==> src/rtl/filt_mac_pkg.sv <==
// Shared types and elaboration helpers for the MAC FIR sequencer.
package filt_mac_pkg;

    typedef enum logic [1:0] {
        IDLE,
        MAC,
        DRAIN,
        DONE
    } seq_state_t;

    // Rounds up so the middle tap of an odd symmetric filter gets its own MAC cycle.
    function automatic int unsigned div2(input int unsigned n);
        return (n + 1) / 2;
    endfunction

    function automatic int unsigned addr_width(input int unsigned n);
        return (n < 2) ? 1 : $clog2(n);
    endfunction

endpackage

==> src/rtl/filt_mac_seq_if.sv <==
// Sample handshake and datapath control bundle between the FIR sequencer and its datapath.
interface filt_mac_seq_if #(
    parameter int unsigned AW    = 5,
    parameter int unsigned CNT_W = 8
);
    logic             i_ena;
    logic             i_valid;
    logic             o_ready;
    logic             o_wr_en;
    logic [AW-1:0]    o_wr_addr;
    logic [AW-1:0]    o_rd_addr_a;
    logic [AW-1:0]    o_rd_addr_b;
    logic [AW-1:0]    o_coeff_addr;
    logic             o_mid;
    logic             o_acc_clr;
    logic             o_acc_en;
    logic             o_done;
    logic [CNT_W-1:0] o_drop_cnt;

    modport master (
        input  i_ena, i_valid,
        output o_ready, o_wr_en, o_wr_addr, o_rd_addr_a, o_rd_addr_b, o_coeff_addr,
               o_mid, o_acc_clr, o_acc_en, o_done, o_drop_cnt
    );

    modport slave (
        output i_ena, i_valid,
        input  o_ready, o_wr_en, o_wr_addr, o_rd_addr_a, o_rd_addr_b, o_coeff_addr,
               o_mid, o_acc_clr, o_acc_en, o_done, o_drop_cnt
    );
endinterface

==> src/rtl/filt_mac_seq_addr.sv <==
// Modulo-N address step: result = (base +/- step) mod N, no power-of-2 assumption on N.
module filt_mac_seq_addr #(
    parameter int unsigned gp_coeff_length = 17,
    parameter int unsigned gp_aw           = 5
) (
    input  logic [gp_aw-1:0] base,
    input  logic [gp_aw-1:0] step,
    input  logic             sub,
    output logic [gp_aw-1:0] result
);
    localparam logic [gp_aw:0] N_EXT = (gp_aw + 1)'(gp_coeff_length);

    logic [gp_aw:0] sum, diff, sum_wrap, diff_wrap;

    always_comb begin
        sum       = {1'b0, base} + {1'b0, step};
        diff      = {1'b0, base} - {1'b0, step};
        sum_wrap  = sum - N_EXT;
        diff_wrap = diff + N_EXT;
        if (sub) begin
            // Top bit of diff is the borrow since both operands are below 2**gp_aw.
            result = diff[gp_aw] ? diff_wrap[gp_aw-1:0] : diff[gp_aw-1:0];
        end else begin
            result = (sum >= N_EXT) ? sum_wrap[gp_aw-1:0] : sum[gp_aw-1:0];
        end
    end
endmodule

==> src/rtl/filt_mac_seq.sv <==
// Time-multiplexed MAC FIR sequencer: sample handshake, circular delay-line pointers, tap stepping.
// Optional FILT_MAC_SEQ_DROP_CNT_EN enables the saturating dropped-sample counter.
module filt_mac_seq
    import filt_mac_pkg::*;
#(
    parameter int gp_coeff_length = 17,
    parameter int gp_symm         = 1,
    parameter int gp_mac_latency  = 2,
    parameter int gp_cnt_width    = 8
) (
    input  logic          i_clk,
    input  logic          i_rst_an,
    filt_mac_seq_if.master bus
);
    localparam int unsigned N  = gp_coeff_length;
    localparam int unsigned AW = addr_width(N);
    localparam int unsigned M  = (gp_symm != 0) ? div2(N) : N;
    localparam int unsigned L  = gp_mac_latency;
    localparam int unsigned DW = $clog2(L + 2);

    localparam logic [AW-1:0] K_LAST   = AW'(M - 1);
    localparam logic [AW-1:0] ADDR_ONE = AW'(1);
    localparam logic [DW-1:0] D_LAST   = DW'((L > 0) ? L - 1 : 0);
    localparam logic [DW-1:0] D_ONE    = DW'(1);
    localparam logic          MID_EN   = (gp_symm != 0) && (N % 2 == 1);
    localparam logic          SYMM     = (gp_symm != 0);

    seq_state_t    state, state_nxt;
    logic [AW-1:0] wptr, k, rd_a, rd_b;
    logic [AW-1:0] rd_a_dec, b_base, b_inc;
    logic [DW-1:0] dcnt;
    logic          ready, accept, in_mac;

    // Port b's adder doubles as the write-pointer increment while idle.
    assign b_base = (state == MAC) ? rd_b : wptr;

    filt_mac_seq_addr #(.gp_coeff_length(N), .gp_aw(AW)) u_addr_a (
        .base(rd_a), .step(ADDR_ONE), .sub(1'b1), .result(rd_a_dec)
    );

    filt_mac_seq_addr #(.gp_coeff_length(N), .gp_aw(AW)) u_addr_b (
        .base(b_base), .step(ADDR_ONE), .sub(1'b0), .result(b_inc)
    );

    always_ff @(posedge i_clk or negedge i_rst_an) begin
        if (!i_rst_an) state <= IDLE;
        else           state <= state_nxt;
    end

    always_comb begin
        ready     = (state == IDLE) & bus.i_ena & i_rst_an;
        accept    = ready & bus.i_valid;
        in_mac    = (state == MAC);
        state_nxt = state;
        case (state)
            IDLE:    if (accept) state_nxt = MAC;
            MAC:     if (bus.i_ena && k == K_LAST) state_nxt = (L == 0) ? DONE : DRAIN;
            DRAIN:   if (bus.i_ena && dcnt == D_LAST) state_nxt = DONE;
            DONE:    if (bus.i_ena) state_nxt = IDLE;
            default: state_nxt = IDLE;
        endcase

        bus.o_ready      = ready;
        bus.o_wr_en      = accept;
        bus.o_wr_addr    = wptr;
        bus.o_acc_en     = in_mac & bus.i_ena;
        bus.o_acc_clr    = in_mac & bus.i_ena & (k == '0);
        bus.o_coeff_addr = in_mac ? k : '0;
        bus.o_rd_addr_a  = in_mac ? rd_a : '0;
        bus.o_rd_addr_b  = (in_mac && SYMM) ? rd_b : '0;
        bus.o_mid        = in_mac & MID_EN & (k == K_LAST);
        bus.o_done       = (state == DONE) & bus.i_ena;
    end

    always_ff @(posedge i_clk or negedge i_rst_an) begin
        if (!i_rst_an) begin
            wptr <= '0;
            k    <= '0;
            rd_a <= '0;
            rd_b <= '0;
            dcnt <= '0;
        end else if (bus.i_ena) begin
            case (state)
                IDLE: begin
                    if (accept) begin
                        wptr <= b_inc;
                        rd_a <= wptr;
                        rd_b <= b_inc;
                        k    <= '0;
                    end
                end
                MAC: begin
                    if (k == K_LAST) dcnt <= '0;
                    else             k    <= k + ADDR_ONE;
                    rd_a <= rd_a_dec;
                    rd_b <= b_inc;
                end
                DRAIN:   dcnt <= dcnt + D_ONE;
                default: ;
            endcase
        end
    end

`ifdef FILT_MAC_SEQ_DROP_CNT_EN
    logic [gp_cnt_width-1:0] drop_cnt;

    always_ff @(posedge i_clk or negedge i_rst_an) begin
        if (!i_rst_an) begin
            drop_cnt <= '0;
        end else if (bus.i_valid && !ready && bus.i_ena && drop_cnt != '1) begin
            drop_cnt <= drop_cnt + 1'b1;
        end
    end

    assign bus.o_drop_cnt = drop_cnt;
`else
    assign bus.o_drop_cnt = '0;
`endif

endmodule
==> src/flat_wrapper.sv <==
// flat-port wrapper written by rule: the top's interface ports become plain ports
module filt_mac_seq_flat import filt_mac_pkg::*;
#(
    parameter int gp_coeff_length = 17,
    parameter int gp_symm         = 1,
    parameter int gp_mac_latency  = 2,
    parameter int gp_cnt_width    = 8
)
  (i_clk, i_rst_an, bus_i_ena, bus_i_valid, bus_o_ready, bus_o_wr_en, bus_o_wr_addr, bus_o_rd_addr_a, bus_o_rd_addr_b, bus_o_coeff_addr, bus_o_mid, bus_o_acc_clr, bus_o_acc_en, bus_o_done, bus_o_drop_cnt);
  filt_mac_seq_if bus_i ();
  input  logic i_clk;
  input  logic i_rst_an;
  input wire logic [$bits(bus_i.i_ena)-1:0] bus_i_ena;
  input wire logic [$bits(bus_i.i_valid)-1:0] bus_i_valid;
  output wire logic [$bits(bus_i.o_ready)-1:0] bus_o_ready;
  output wire logic [$bits(bus_i.o_wr_en)-1:0] bus_o_wr_en;
  output wire logic [$bits(bus_i.o_wr_addr)-1:0] bus_o_wr_addr;
  output wire logic [$bits(bus_i.o_rd_addr_a)-1:0] bus_o_rd_addr_a;
  output wire logic [$bits(bus_i.o_rd_addr_b)-1:0] bus_o_rd_addr_b;
  output wire logic [$bits(bus_i.o_coeff_addr)-1:0] bus_o_coeff_addr;
  output wire logic [$bits(bus_i.o_mid)-1:0] bus_o_mid;
  output wire logic [$bits(bus_i.o_acc_clr)-1:0] bus_o_acc_clr;
  output wire logic [$bits(bus_i.o_acc_en)-1:0] bus_o_acc_en;
  output wire logic [$bits(bus_i.o_done)-1:0] bus_o_done;
  output wire logic [$bits(bus_i.o_drop_cnt)-1:0] bus_o_drop_cnt;
  assign bus_i.i_ena = bus_i_ena;
  assign bus_i.i_valid = bus_i_valid;
  assign bus_o_ready = bus_i.o_ready;
  assign bus_o_wr_en = bus_i.o_wr_en;
  assign bus_o_wr_addr = bus_i.o_wr_addr;
  assign bus_o_rd_addr_a = bus_i.o_rd_addr_a;
  assign bus_o_rd_addr_b = bus_i.o_rd_addr_b;
  assign bus_o_coeff_addr = bus_i.o_coeff_addr;
  assign bus_o_mid = bus_i.o_mid;
  assign bus_o_acc_clr = bus_i.o_acc_clr;
  assign bus_o_acc_en = bus_i.o_acc_en;
  assign bus_o_done = bus_i.o_done;
  assign bus_o_drop_cnt = bus_i.o_drop_cnt;
  filt_mac_seq #(.gp_coeff_length(gp_coeff_length), .gp_symm(gp_symm), .gp_mac_latency(gp_mac_latency), .gp_cnt_width(gp_cnt_width)) u_core (.i_clk(i_clk), .i_rst_an(i_rst_an), .bus(bus_i));
endmodule
==> config.mk <==
export PLATFORM = sky130hd
export DESIGN_NAME = filt_mac_seq_flat
export DESIGN_NICKNAME = d
export VERILOG_FILES = /design/src/rtl/filt_mac_pkg.sv /design/src/rtl/filt_mac_seq_if.sv /design/src/rtl/filt_mac_seq_addr.sv /design/src/rtl/filt_mac_seq.sv /design/src/flat_wrapper.sv
export SDC_FILE = /design/constraint.sdc
export NUM_CORES = 1
export LEC_CHECK = 0
export ABC_AREA = 1
export BUFFER_PORTS_ARGS = -buffer_cell sky130_fd_sc_hd__buf_2
export CORE_UTILIZATION = 45
export DETAILED_ROUTE_END_ITERATION = 12
export PLACE_DENSITY = 0.7
export SLEW_MARGIN = 15
export SYNTH_ARGS = -nofsm -noshare
export SYNTH_HDL_FRONTEND = slang
export SYNTH_HIERARCHICAL = 1
export SYNTH_SLANG_ARGS = --single-unit
==> constraint.sdc <==
create_clock -name i_clk -period 3 [get_ports i_clk]
set_clock_uncertainty 0.2 [all_clocks]
set_input_delay 0.45 -clock i_clk [delete_from_list [all_inputs] [get_ports i_clk]]
set_output_delay 0.45 -clock i_clk [all_outputs]
set_load 0.02 [all_outputs]
==> results of run 1 <==
[worst max-delay path, stage by stage, from the launching register on]
cell and delay [ps]:
dfrtp_1 390, inv_2 100, ha_4 180, nand2_4 60, nand2_4 80, ha_4 130, inv_2 30, fa_2 580
ha_4 170, inv_4 40, nor2_2 80, nand4_1 100, nand2_2 150, nand2_4 80, nand2_2 70, nand2_1 50
nand2_1 70, nand2_2 60, inv_2 70, o21ai_2 50
[timing repair]
action	4_1_cts	5_1_grt
resized for setup	7	29
pin swaps	5	13
gates cloned	0	0
endpoints found under the setup margin	10	10
buffers inserted	3	7
[logic make-up after synthesis]
logic type / share of synthesized area [%]
AOI/OAI and AO/OA: 7.784
xor gates and xnor gates: 2.883
adders and majority gates: 16.64
buffers and inverters: 14.87
DFF: 19.77
other: 0.2472
and+or+nand+nor: 37.81
[metrics by stage]
step / setup slack (ps) / util (%)
2_1_floorplan: 2.753 / -
3_3_place_gp: 30.64 / 52.50
3_5_place_dp: -67.99 / 52.50
4_1_cts: 3.665 / 54.22
5_1_grt: -14.27 / 56.71
6_report: 139.8 / 56.71
[placed cells by master, fill, tap and decap left out, types with 7 or more instances in the layout]
cell and instances:
nand2_1 148, inv_1 79, nand3_1 41, conb_1 36, buf_2 29, nor2_1 29
ha_1 28, dfrtp_1 24, nand2_2 17, buf_4 17, nand4_1 12, o21ai_0 10
xor2_1 10, o21ai_1 9, nand2_4 7, a21oi_1 7
[routing by layer]
layer / vias up / part of all wire, %
li1: 1579 / -
met3: 11 / 3.4
met1: 1323 / 45
met2: 52 / 50
met5: - / 0
met4: 0 / 1.4
[final cells by class]
| type | instances | share of cell area, % |
|---|---|---|
| inverters | 89 | 9.447 |
| multi-input cells | 386 | 61.80 |
| repair buffers | 48 | 8.107 |
| well taps | 77 | 2.645 |
| clock buffers | 4 | 1.512 |
| flip-flops and latches | 24 | 16.49 |
[how the worst max path moves through the flow]
stage          slack (ps)  cells after the start                                   to                        start
4_1_cts                 4                     19           u_core/rd_b[3]$_DFFE_PN0P_  u_core/state[1]$_DFFE_PN0P_
6_report              140                     19           u_core/rd_b[3]$_DFFE_PN0P_  u_core/state[1]$_DFFE_PN0P_
3_3_place_gp           30                     19           u_core/rd_b[3]$_DFFE_PN0P_  u_core/state[1]$_DFFE_PN0P_
5_1_grt               -10                     20  u_core/bus.o_wr_addr[0]$_DFFE_PN0P_  u_core/state[1]$_DFFE_PN0P_
3_5_place_dp          -70                     19           u_core/rd_b[3]$_DFFE_PN0P_  u_core/state[1]$_DFFE_PN0P_
2_1_floorplan           3                     21  u_core/bus.o_wr_addr[4]$_DFFE_PN0P_  u_core/state[1]$_DFFE_PN0P_
[sequential cells by signal, summed over array words and instances, names as in the netlist]
signal / cells
u_core/rd_b: 5
u_core/k: 5
u_core/dcnt: 2
u_core/state: 2
u_core/rd_a: 5
u_core/bus.o_wr_addr: 5
[power breakdown]
part	internal (uW)	total (uW)	switching, uW	leakage, uW
Combinational	1280	3340	2070	0.00189
Sequential	444	567	123	0.000312
Clock	117	214	97.3	0.0000288
Total	1840	4120	2290	0.00223
[cell usage after synthesis]
| cell type | number | share of area, % |
|---|---|---|
| o21ai_1 | 11 | 1.8 |
| o21a_1 | 1 | 0.25 |
| ha_1 | 34 | 14 |
| nand2_4 | 2 | 0.74 |
| nor3_1 | 3 | 0.49 |
| buf_6 | 3 | 1.1 |
| nor2_1 | 30 | 3.7 |
| nor3b_1 | 1 | 0.25 |
| dfrtp_1 | 24 | 20 |
| nand2_2 | 8 | 1.6 |
| buf_4 | 8 | 2.0 |
| a21oi_2 | 1 | 0.29 |
| nand2_1 | 162 | 20 |
| conb_1 | 2 | 0.25 |
| a21oi_1 | 7 | 1.2 |
| nand3_1 | 41 | 6.8 |
| o21bai_1 | 2 | 0.49 |
| and3_1 | 1 | 0.21 |
| xor2_1 | 10 | 2.9 |
| o21ai_0 | 10 | 1.6 |
| a21oi_4 | 4 | 2.1 |
| nand4_2 | 1 | 0.41 |
| inv_2 | 1 | 0.12 |
| buf_2 | 3 | 0.49 |
| or2_2 | 3 | 0.62 |
| fa_1 | 4 | 2.6 |
| inv_4 | 2 | 0.41 |
| nand4_1 | 12 | 2.5 |
| clkbuf_1 | 1 | 0.12 |
| inv_1 | 86 | 11 |
| nand3b_1 | 2 | 0.49 |
==> impl_metrics.env, run 1 <==
export IMPL_r2r_setup_slack_ps=140
export IMPL_grt_max_degree=26
export IMPL_cts_buffers=3
export IMPL_wl_per_cell_um=10.99
export IMPL_setup_violations=0
export IMPL_peakVddDrop_uv=676.6
export IMPL_fin_nets=594
export IMPL_crit_path_end_kind="flip-flop"
export IMPL_die_h_um=84.17
export IMPL_rr_worst_depth=19
export IMPL_p_leak_uw=0.002229
export IMPL_initial_core_util_pct=47.30
export IMPL_dp_cells=614
export IMPL_grt_pass1_wl_mm=11.81
export IMPL_required_ps=2950
export IMPL_syn_avg_cell_area_sq_um=6.329
export IMPL_synthCells=480
export IMPL_finalHoldViolations=0
export IMPL_final_max_slew_violation_count=0
export IMPL_vias_per_cell=4.721
export IMPL_worstSetupPathType="reg2reg"
export IMPL_ctsHtreeMaxLevel=1
export IMPL_clk_pin_slew_ps=80
export IMPL_gp_congestion=0.9435
export IMPL_ys_types=31
export IMPL_fp_dieW_um=84.17
export IMPL_wl_mm=6.903
export IMPL_area_delta_synth_final_pct=19.89
export IMPL_r2r_end="u_core/rd_b[3]$_DFFE_PN0P_"
export IMPL_ioPinCount=38
export IMPL_yosysWarningCount=6
export IMPL_ys_seq_area_share_pct=19.77
export IMPL_overflow=0
export IMPL_final_seq_area_sq_um=600.6
export IMPL_cts_hold_buf=0
export IMPL_grt_setup_unrepaired="true"
export IMPL_rows=29
export IMPL_fin_area_sq_um=3642
export IMPL_clock_path_buffers=2
export IMPL_grt_busiest_layer="met2"
export IMPL_use_met1_pct=24.83
export IMPL_start_kind="flip-flop"
export IMPL_syn_area_sq_um=3038
export IMPL_detail_route_iter0_violations=165
export IMPL_finalSetupTns_ps=0
export IMPL_cts_tree="done"
export IMPL_fmax_ghz=0.3496
export IMPL_final_antenna_net_count=0
export IMPL_drive_gt1_share_pct=19.06
export IMPL_period_share_pct=95.34
export IMPL_die_area_sq_um=7084
export IMPL_use_met2_pct=37.63
export IMPL_instances_no_fill=628
export IMPL_cp_max_fo=5
export IMPL_use_met3_pct=2.557
export IMPL_grt_pass1_vias=2797
export IMPL_via_count=2965
export IMPL_hpwl_mm=5.542
export IMPL_r2r_start="u_core/state[1]$_DFFE_PN0P_"
export IMPL_cts_root_buffer="clkbuf_8"
export IMPL_postPlaceCellArea_sq_um=3372
export IMPL_drc=2
export IMPL_grt_usage_pct=20.11
export IMPL_arrival_ps=2810
export IMPL_power_density_nw_per_um2=1132
export IMPL_cts_sinks=24
export IMPL_filler_cell_count=627
export IMPL_clock_latency_ps=270
export IMPL_hold_class="in2async"
export IMPL_n_antenna_cell=0
export IMPL_multi_input_area_sq_um=2251
export IMPL_status="finished with violations"
export IMPL_firstDrtPassIters=8
export IMPL_fin_total_pwr_uw=4124
export IMPL_finalHoldWorstSlack_ps=5.607
export IMPL_ys_seq_elements=24
export IMPL_core_sq_um=6422
export IMPL_finalCriticalPeriod_ps=2860
export IMPL_antenna_found_initial=0
export IMPL_io_buffers=29
export IMPL_max_cap_viol_count=0
export IMPL_violations="DRC"
Note: power is estimated with default switching activity, not from simulation.
==> run 2: changes to the inputs <==
--- a/config.mk
+++ b/config.mk
@@ -9,8 +9,7 @@
 export BUFFER_PORTS_ARGS = -buffer_cell sky130_fd_sc_hd__buf_2
 export CORE_UTILIZATION = 45
 export DETAILED_ROUTE_END_ITERATION = 12
-export PLACE_DENSITY = 0.7
-export SLEW_MARGIN = 15
+export PLACE_DENSITY = 0.67
 export SYNTH_ARGS = -nofsm -noshare
 export SYNTH_HDL_FRONTEND = slang
 export SYNTH_HIERARCHICAL = 1
==> run 2 against run 1 <==
Net effect:
- sequential share of layout area barely moved
- the flow still finishes with violations (DRC)
- largest cell class unchanged
- final cell count up 0.48%
- critical endpoint is now u_core/rd_b[4]$_DFFE_PN0P_
- fmax down 0.92%
- die area stayed put
- largest power group unchanged
- wire length is 2.2% higher
==> impl_metrics.env, run 2 (synthesis results as in run 1) <==
export IMPL_wl_per_cell_um=11.18
export IMPL_cp_buffers_inverters=4
export IMPL_status="finished with violations"
export IMPL_cts_sinks=24
export IMPL_drive_gt1_share_pct=17.33
export IMPL_grt_max_degree=26
export IMPL_power_density_nw_per_um2=1130
export IMPL_final_max_slew_violation_count=0
export IMPL_worstSetupPathType="reg2reg"
export IMPL_arrival_ps=2840
export IMPL_max_cap_viol_count=0
export IMPL_hpwl_mm=5.730
export IMPL_instances_no_fill=631
export IMPL_period_share_pct=96.22
export IMPL_ctsHtreeMaxLevel=1
export IMPL_clk_pin_slew_ps=90
export IMPL_wl_mm=7.054
export IMPL_ioPinCount=38
export IMPL_final_cell_mix="154 x nand2_1, 80 x inv_1, 41 x nand3_1"
export IMPL_grt_usage_pct=21.22
export IMPL_detail_route_iter0_violations=145
export IMPL_via_count=2973
export IMPL_start_kind="flip-flop"
export IMPL_final_seq_area_sq_um=600.6
export IMPL_r2r_setup_slack_ps=110
export IMPL_final_common_cell="nand2_1"
export IMPL_firstDrtPassIters=8
export IMPL_cpPeakStageDelay_ps=630
export IMPL_hp_start="u_core/dcnt[1]$_DFFE_PN0P_"
export IMPL_rr_worst_depth=19
export IMPL_area_delta_synth_final_pct=19.85
export IMPL_clock_latency_ps=270
export IMPL_finalHoldViolations=0
export IMPL_vias_per_cell=4.712
export IMPL_cts_root_buffer="clkbuf_8"
export IMPL_antenna_found_initial=0
export IMPL_required_ps=2960
export IMPL_r2r_start="u_core/state[0]$_DFFE_PN0P_"
export IMPL_filler_cell_count=634
export IMPL_dp_cells=616
export IMPL_fmax_ghz=0.3464
export IMPL_grt_setup_unrepaired="true"
export IMPL_fin_nets=597
export IMPL_die_area_sq_um=7084
export IMPL_crit_slowest_cell="fa_2"
export IMPL_crit_chain="ha_4 -> inv_4 -> nand2_4 -> nand2_4 -> ha_4 -> inv_2 -> fa_2 -> ha_4 -> inv_2 -> nor2_1 -> nand4_1 -> nand2_2 -> nand2_4 -> nand2_2 -> nand2_1 -> nand2_1 -> nand2_1 -> inv_2 -> o21ai_1"
export IMPL_die_h_um=84.17
export IMPL_critPathTopFamily="adder cells"
export IMPL_finalCriticalPeriod_ps=2887
export IMPL_gp_congestion=0.9295
export IMPL_core_sq_um=6422
export IMPL_crit_path_end_kind="flip-flop"
export IMPL_n_antenna_cell=0
export IMPL_setup_ws_ps=113.3
export IMPL_clock_path_buffers=2
export IMPL_drc=4
export IMPL_finalHoldWorstSlack_ps=295.8
export IMPL_r2r_end="u_core/rd_b[4]$_DFFE_PN0P_"
export IMPL_cts_tree="done"
export IMPL_setup_violations=0
export IMPL_hold_class="reg2reg"
export IMPL_grt_pass1_wl_mm=12.25
export IMPL_hold_depth=2
export IMPL_multi_input_area_sq_um=2215
export IMPL_initial_core_util_pct=47.30
export IMPL_rows=29
export IMPL_hold_end="u_core/dcnt[1]$_DFFE_PN0P_"
export IMPL_fp_dieW_um=84.17
export IMPL_violations="DRC"
export IMPL_cp_max_fo=5
export IMPL_p_leak_uw=0.002247
export IMPL_cts_buffers=3
export IMPL_peakVddDrop_uv=633.4
export IMPL_overflow=0
export IMPL_grt_pass1_vias=2714
export IMPL_dp_slack_ps=21.46
export IMPL_final_antenna_net_count=0
export IMPL_io_buffers=29
## run 2: cell count changes in the layout (fill, tap and decap cells not counted), moves of 2 or more
cell	previous run	this run
nand2_1	148	154
nand2_2	17	11
buf_4	17	20
ha_1	28	30
## run 2: worst max path at each step
stage	from	end	slack, ps	cells after the start
after detailed placement	u_core/state[1]$_DFFE_PN0P_	u_core/bus.o_wr_addr[4]$_DFFE_PN0P_	20	19
after global routing	u_core/state[1]$_DFFE_PN0P_	u_core/rd_b[4]$_DFFE_PN0P_	-50	20
after CTS	u_core/state[1]$_DFFE_PN0P_	u_core/bus.o_wr_addr[4]$_DFFE_PN0P_	20	19
after floorplan	u_core/state[1]$_DFFE_PN0P_	u_core/bus.o_wr_addr[4]$_DFFE_PN0P_	3	21
final	u_core/state[0]$_DFFE_PN0P_	u_core/rd_b[4]$_DFFE_PN0P_	110	19
after global placement	u_core/state[1]$_DFFE_PN0P_	u_core/rd_b[3]$_DFFE_PN0P_	90	19
## run 2: timing repair
action                     CTS  global route
gates resized for setup      1            22
buffers inserted             0            10
hold buffers                 1             0
pin swaps                    0            18
hold endpoints to repair    24             0
setup endpoints to repair    1            10
## run 2: layout make-up
class	instances	share of cell area, %
inverter	89	9.381
clock buffer	3	1.134
tap	77	2.646
sequential	24	16.49
multi-input combinational	386	60.82
clock inverter	1	0.8247
timing repair buffer	51	8.694
## run 2: power by group
part / switching [uW] / internal [uW] / total [uW] / leakage, uW
Sequential: 125 / 444 / 569 / 0.000312
Clock: 111 / 179 / 289 / 0.0000357
Combinational: 2040 / 1220 / 3250 / 0.00190
## run 2: worst register-to-register path: stages, from the launching register on
cell and delay [ps]:
dfrtp_1 420, ha_4 200, inv_4 80, nand2_4 60
nand2_4 80, ha_4 130, inv_2 40, fa_2 630
ha_4 160, inv_2 40, nor2_1 90, nand4_1 100
nand2_2 140, nand2_4 80, nand2_2 70, nand2_1 40
nand2_1 50, nand2_1 60, inv_2 60, o21ai_1 50
## run 2: per-layer routing
layer  vias up  track usage, %  share of wire [%]
met5         -               0                  0
met4         0           5.016                1.1
met3         6           2.360                3.7
met2        59           37.70                 48
met1      1326           27.63                 47
li1       1582               -                  -
## run 2: per-stage QoR
| stage | power [uW] | area [sq um] | util (%) | setup TNS [ps] |
|---|---|---|---|---|
| final | 4113 | 3641 | 56.69 | 0 |
| after CTS | 3835 | 3471 | 54.04 | 0 |
| after global routing | 4597 | 3641 | 56.69 | -364.8 |
| after floorplan | 2899 | 3194 | - | 0 |
| after global placement | 3467 | 3387 | 52.74 | 0 |
| after detailed placement | 3516 | 3387 | 52.74 | 0 |
